===== src/rtl/mem_arb_pkg.sv =====
// Shared types and default sizes for the two-requester memory arbiter.
package mem_arb_pkg;

  localparam int ADDR_W_DEF = 16;
  localparam int DATA_W_DEF = 32;

  // Arbiter access sequence: choose a winner, perform the access, report completion.
  typedef enum logic [1:0] {
    IDLE   = 2'd0,
    ACCESS = 2'd1,
    DONE   = 2'd2
  } arb_state_e;

endpackage


===== src/rtl/mem_arbiter_rr_pick2.sv =====
// Two-way winner selection. When both requesters are active, the one that
// was not granted last wins. A single active requester always wins.
// "last" = 1 means requester 1 was granted last, so requester 0 is preferred.
module rr_pick2 (
  input  logic req0,
  input  logic req1,
  input  logic last,
  output logic winner
);

  // Contention goes to the requester that did not win last; otherwise the sole requester wins
  always_comb begin
    winner = 1'b0;
    if (req0 && req1) begin
      winner = ~last;
    end else begin
      winner = ~req0;
    end
  end

endmodule


===== src/rtl/mem_arbiter.sv =====
// Two-requester single-port data-memory arbiter.
// Each access takes three cycles: IDLE (grant pulse), ACCESS (memory cycle),
// DONE (completion pulse). Requests are level-sensitive and looked at only in IDLE.
// Handshake: reqN is held until gntN is seen; gntN pulses for the one IDLE
// cycle in which the request is accepted; doneN pulses exactly two cycles
// later, with rdataN valid while doneN is high for reads.
// Build option: define MEM_ARBITER_FIXED_PRIO_EN to make requester 0 always
// win contention; the round-robin pointer is then not built.
module mem_arbiter
  import mem_arb_pkg::*;
#(
  parameter int ADDR_W = ADDR_W_DEF,
  parameter int DATA_W = DATA_W_DEF
) (
  input  logic              clk,
  input  logic              rst,
  input  logic              req0,
  input  logic              req1,
  input  logic              we0,
  input  logic              we1,
  input  logic [ADDR_W-1:0] addr0,
  input  logic [ADDR_W-1:0] addr1,
  input  logic [DATA_W-1:0] wdata0,
  input  logic [DATA_W-1:0] wdata1,
  output logic              gnt0,
  output logic              gnt1,
  output logic              done0,
  output logic              done1,
  output logic [DATA_W-1:0] rdata0,
  output logic [DATA_W-1:0] rdata1,
  output logic [ADDR_W-1:0] mem_addr,
  output logic              mem_we,
  output logic [DATA_W-1:0] mem_wdata,
  input  logic [DATA_W-1:0] mem_rdata
);

  arb_state_e          state_q, state_d;
  logic                we_q;
  logic [ADDR_W-1:0]   addr_q;
  logic [DATA_W-1:0]   wdata_q;
  logic                win_q;
  logic [DATA_W-1:0]   rdata0_q, rdata1_q;
  logic                any_req;
  logic                pick;
  logic                last_sel;
  logic                accept;

  assign any_req = req0 | req1;
  assign accept  = (state_q == IDLE) && any_req;

`ifdef MEM_ARBITER_FIXED_PRIO_EN
  // Pretending requester 1 always won last makes requester 0 win every contention
  assign last_sel = 1'b1;
`else
  logic last_q;

  // Round-robin pointer: remembers who was granted most recently (reset prefers requester 0)
  always_ff @(posedge clk or posedge rst) begin
    if (rst) begin
      last_q <= 1'b1;
    end else if (accept) begin
      last_q <= pick;
    end
  end

  assign last_sel = last_q;
`endif

  rr_pick2 u_pick (
    .req0   (req0),
    .req1   (req1),
    .last   (last_sel),
    .winner (pick)
  );

  // State register
  always_ff @(posedge clk or posedge rst) begin
    if (rst) begin
      state_q <= IDLE;
    end else begin
      state_q <= state_d;
    end
  end

  // Next-state logic: fixed three-cycle walk once a request is accepted
  always_comb begin
    state_d = state_q;
    case (state_q)
      IDLE:    if (any_req) state_d = ACCESS;
      ACCESS:  state_d = DONE;
      DONE:    state_d = IDLE;
      default: state_d = IDLE;
    endcase
  end

  // Capture the winner's command at grant so later request changes cannot disturb it
  always_ff @(posedge clk or posedge rst) begin
    if (rst) begin
      we_q    <= 1'b0;
      addr_q  <= '0;
      wdata_q <= '0;
      win_q   <= 1'b0;
    end else if (accept) begin
      win_q   <= pick;
      we_q    <= pick ? we1 : we0;
      addr_q  <= pick ? addr1 : addr0;
      wdata_q <= pick ? wdata1 : wdata0;
    end
  end

  // Read data capture at the end of ACCESS; only the winner's register moves
  always_ff @(posedge clk or posedge rst) begin
    if (rst) begin
      rdata0_q <= '0;
      rdata1_q <= '0;
    end else if ((state_q == ACCESS) && !we_q) begin
      if (win_q) begin
        rdata1_q <= mem_rdata;
      end else begin
        rdata0_q <= mem_rdata;
      end
    end
  end

  // Output decode: grant in IDLE, memory drive in ACCESS, completion in DONE
  always_comb begin
    gnt0      = 1'b0;
    gnt1      = 1'b0;
    done0     = 1'b0;
    done1     = 1'b0;
    mem_we    = 1'b0;
    mem_addr  = '0;
    mem_wdata = '0;
    case (state_q)
      IDLE: begin
        gnt0 = any_req & ~pick;
        gnt1 = any_req & pick;
      end
      ACCESS: begin
        mem_we    = we_q;
        mem_addr  = addr_q;
        mem_wdata = wdata_q;
      end
      DONE: begin
        done0 = ~win_q;
        done1 = win_q;
      end
      default: ;
    endcase
  end

  assign rdata0 = rdata0_q;
  assign rdata1 = rdata1_q;

endmodule


===== config.mk =====
export PLATFORM = sky130hd
export DESIGN_NAME = mem_arbiter
export DESIGN_NICKNAME = d
export VERILOG_FILES = /design/src/rtl/mem_arb_pkg.sv /design/src/rtl/mem_arbiter_rr_pick2.sv /design/src/rtl/mem_arbiter.sv
export SDC_FILE = /design/constraint.sdc
export NUM_CORES = 1
export LEC_CHECK = 0
export CORE_MARGIN = 2
export CORE_UTILIZATION = 42
export CTS_BUF_LIST = sky130_fd_sc_hd__clkbuf_4 sky130_fd_sc_hd__clkbuf_8 sky130_fd_sc_hd__clkbuf_16
export CTS_CLUSTER_DIAMETER = 100
export DETAILED_ROUTE_END_ITERATION = 10
export GPL_ROUTABILITY_DRIVEN = 0
export PLACE_DENSITY = 0.81
export SLEW_MARGIN = 25
export SYNTH_ARGS = -nofsm -noshare
export SYNTH_HDL_FRONTEND = slang
export SYNTH_SLANG_ARGS = --single-unit

===== constraint.sdc =====
create_clock -name clk -period 4.6 [get_ports clk]
set_input_delay 0.92 -clock clk [delete_from_list [all_inputs] [get_ports clk]]
set_output_delay 0.92 -clock clk [all_outputs]
set_load 0.03 [all_outputs]

==> impl_metrics.json <==
{
  "die_area_mm2": 0.01390,
  "worst_r2r_startpoint": "state_q[0]",
  "final.setup.tns_ns": 0,
  "hp-start": "rdata0[25]",
  "nNetsFinal": 808,
  "hold_buffers": 0,
  "start_util": 0.4317,
  "worst-endpoint-arrival_ns": 2.63,
  "drt_first_iter_violations": 335,
  "syn_inst": 446,
  "multi_input_comb_area_mm2": 0.002275,
  "grt-ovfl-total": 0,
  "firstDrtPassIters": 4,
  "critPathLaunch": "state_q[0]",
  "post_route_drc": 0,
  "insertion_delay_ns": 0.40,
  "number_of_enable_type_register_cells_in_the_synthesized_netlist": 0,
  "start_kind": "flop",
  "per_instance_average_area_after_synthesis_um2": 12.21,
  "final.period_utilization": 0.7726,
  "post_synth_main_area_contributors": "dfrtp_1 (53%), mux2_2 (13%), a2bb2oi_1 (7.9%)",
  "global_route_wire_length_before_repair_mm": 26.68,
  "route.antenna.remaining_nets": 0,
  "drt_wl_total_mm": 16.78,
  "timing.hold.worst_path_depth": 1,
  "unrepaired_setup_endpoints_after_global_routing": "no",
  "port_buffers": 250,
  "p_leak_nw": 3.364,
  "maxClockFrequency_ghz": 0.2814,
  "post_synth_most_frequent_cells": "dfrtp_1 (116), mux2_2 (61), and2_1 (50)",
  "ctsRootBufferMaster": "clkbuf_16",
  "max-clock-path-buffers": 2,
  "setup_viol": 0,
  "r2r_cells": 4,
  "worst_setup_hold_path_clk_slew_ns": 0.05,
  "syn-cell-area_mm2": 0.005448,
  "hpwlAfterDp_mm": 11.10,
  "status": "finished clean",
  "synth.yosys.warnings": 0,
  "crit_path_max_fanout": 52,
  "globalRouteTotalUtil": 0.2421,
  "timing.max_slew.rel_slack": 0.3146,
  "synthArstFlopShare": 1.000,
  "cts_setup_buffers": 0,
  "regToRegSetupSlack_ns": 2.10,
  "final.min_clock_period_ns": 3.554,
  "ff_latch_area_mm2": 0.002929,
  "yosysSeqAreaShare": 0.5377,
  "h-tree-depth": 4,
  "vias": 4736,
  "rows": 41,
  "synth_fp_nets": 580,
  "path_class": "reg -> out",
  "layout-drive-gt1-share": 0.1659,
  "post-synth-top-area-fraction": 0.5328,
  "crit_path_end_kind": "output port",
  "required_ns": 3.68,
  "crit_path_top_delay_cell": "nor2b_4",
  "timing.critical_path.slowest_cell_delay_ns": 0.86,
  "cts_buffers": 17,
  "timing.critical_path.depth": 3,
  "io_pins": 251,
  "finalCoreUtilization": 0.6807,
  "count_of_filler_cells_inserted_in_the_layout": 954,
  "n_antenna_cell": 0,
  "p_per_area_mw_per_mm2": 778.2,
  "die-height_um": 117.9,
  "peakVddDrop_uv": 406.4,
  "yosys.area.top_type": "dfrtp_1",
  "crit_chain": "nor2b_4, and2_1, clkdlybuf4s50_1",
  "report.final.hold_viol_count": 0,
  "design.core.area_mm2": 0.01262,
  "routed_wire_length_per_instance_um": 19.54,
  "timing_worst_slew_pin_value_ns": 1.026,
  "cts_repair_resize_count": 0,
  "synth-seq-cells": 117,
  "initial_antenna_violation_count": 0,
  "via_count_of_the_first_global_routing_pass": 4971,
  "final-max-slew-violation-count": 0,
  "pin_count_of_the_biggest_net_entering_global_routing": 73,
  "number_of_sinks_handled_by_clock_tree_synthesis": 117,
  "critPathTopFamily": "simple AND/OR/NAND/NOR gates",
  "cts_tree": "done",
  "min-delay-path-class": "reg -> reg",
  "synth-main-ff-cell": "dfrtp_1",
  "post-synth-top-count-cell": "dfrtp_1",
  "cp_num_buf_inv": 1,
  "viasPerCell": 5.513,
  "flow.area_growth_from_synthesis_pct": 57.69,
  "die_w_um": 117.9,
  "finClkSkew_ns": 0.008559,
  "max_cap_viol_count": 0,
  "post_synth_num_cell_types": 30
}
[worst register-to-register path: stages (launching register included)]
cell and delay (ns):
dfrtp_1 0.41, nor2b_4 0.86, nor3b_4 0.31, buf_4 0.40, mux2_2 0.41
[logic make-up (layout without fill, tap and decap cells)]
group,count (synthesis),in the layout,synth area share
compound gates,150,150,0.2062
flops,117,117,0.5377
mux,64,64,0.1323
buf+inv,52,293,0.04708
simple gates,63,63,0.07671
[registers in the layout (all words and copies together) (netlist names)]
register,count
addr_q,16
last_q,1
rdata0,32
rdata1,32
state_q,2
wdata_q,32
we_q,1
win_q,1
[power breakdown]
group / internal (mW) / switching (mW) / total, mW
logic: 1.63 / 1.89 / 3.52
clock network: 0.832 / 0.480 / 1.31
registers: 1.56 / 0.295 / 1.85
total: 4.02 / 2.66 / 6.69
[cells in the final DEF (no fill, tap or decap), types with 3 or more instances in the layout]
| cell type | synthesis | final |
|---|---|---|
| clkbuf_16 | 0 | 17 |
| and2_1 | 50 | 50 |
| o21ai_0 | 48 | 48 |
| inv_6 | 0 | 3 |
| a311oi_1 | 49 | 49 |
| clkdlybuf4s50_1 | 0 | 248 |
| buf_4 | 0 | 10 |
| mux2_1 | 3 | 3 |
| dfrtp_1 | 116 | 116 |
| a2bb2oi_1 | 49 | 49 |
| mux2_2 | 61 | 61 |
| clkinv_4 | 0 | 4 |
[metrics by stage]
step	power (mW)	hold WS (ns)	setup WS, ns	area (um^2)	std cells
2_1_floorplan	4.000	0.4965	0.5809	5448	446
3_3_place_gp	5.296	0.4669	1.204	7989	827
3_5_place_dp	5.386	0.4855	1.197	7989	827
4_1_cts	6.729	0.4976	1.016	8588	859
5_1_grt	7.008	0.5188	0.9102	8591	859
6_report	6.686	0.4972	1.046	8591	859
[worst paths after layout]
check	endpoint
max in group asynchronous	last_q
worst max-delay path	mem_wdata[7]
worst min-delay path	rdata0[25]
worst max register to register	rdata0[2]
min in group asynchronous	rdata1[10]
worst min register to register	rdata0[25]
[per-layer routing]
metal / up-vias / routed length (um) / share of wire / track usage
met2: 238 / 8296 / 0.49 / 0.4052
met5: - / 0 / 0 / 0
met1: 2345 / 7024 / 0.42 / 0.3067
met3: 14 / 1315 / 0.078 / 0.06298
li1: 2139 / - / - / -
met4: 0 / 148 / 0.0088 / 0.07831
[area by class of cell]
| type | count | share of cell area |
|---|---|---|
| clock inverter | 13 | 0.01704 |
| clock buffer | 19 | 0.05272 |
| multi-input combinational | 277 | 0.2648 |
| tap | 172 | 0.02505 |
| inverter | 2 | 0.001165 |
| timing repair buffer | 259 | 0.2983 |
| sequential | 117 | 0.3410 |
No activity file was read; power rests on OpenSTA's default activity.
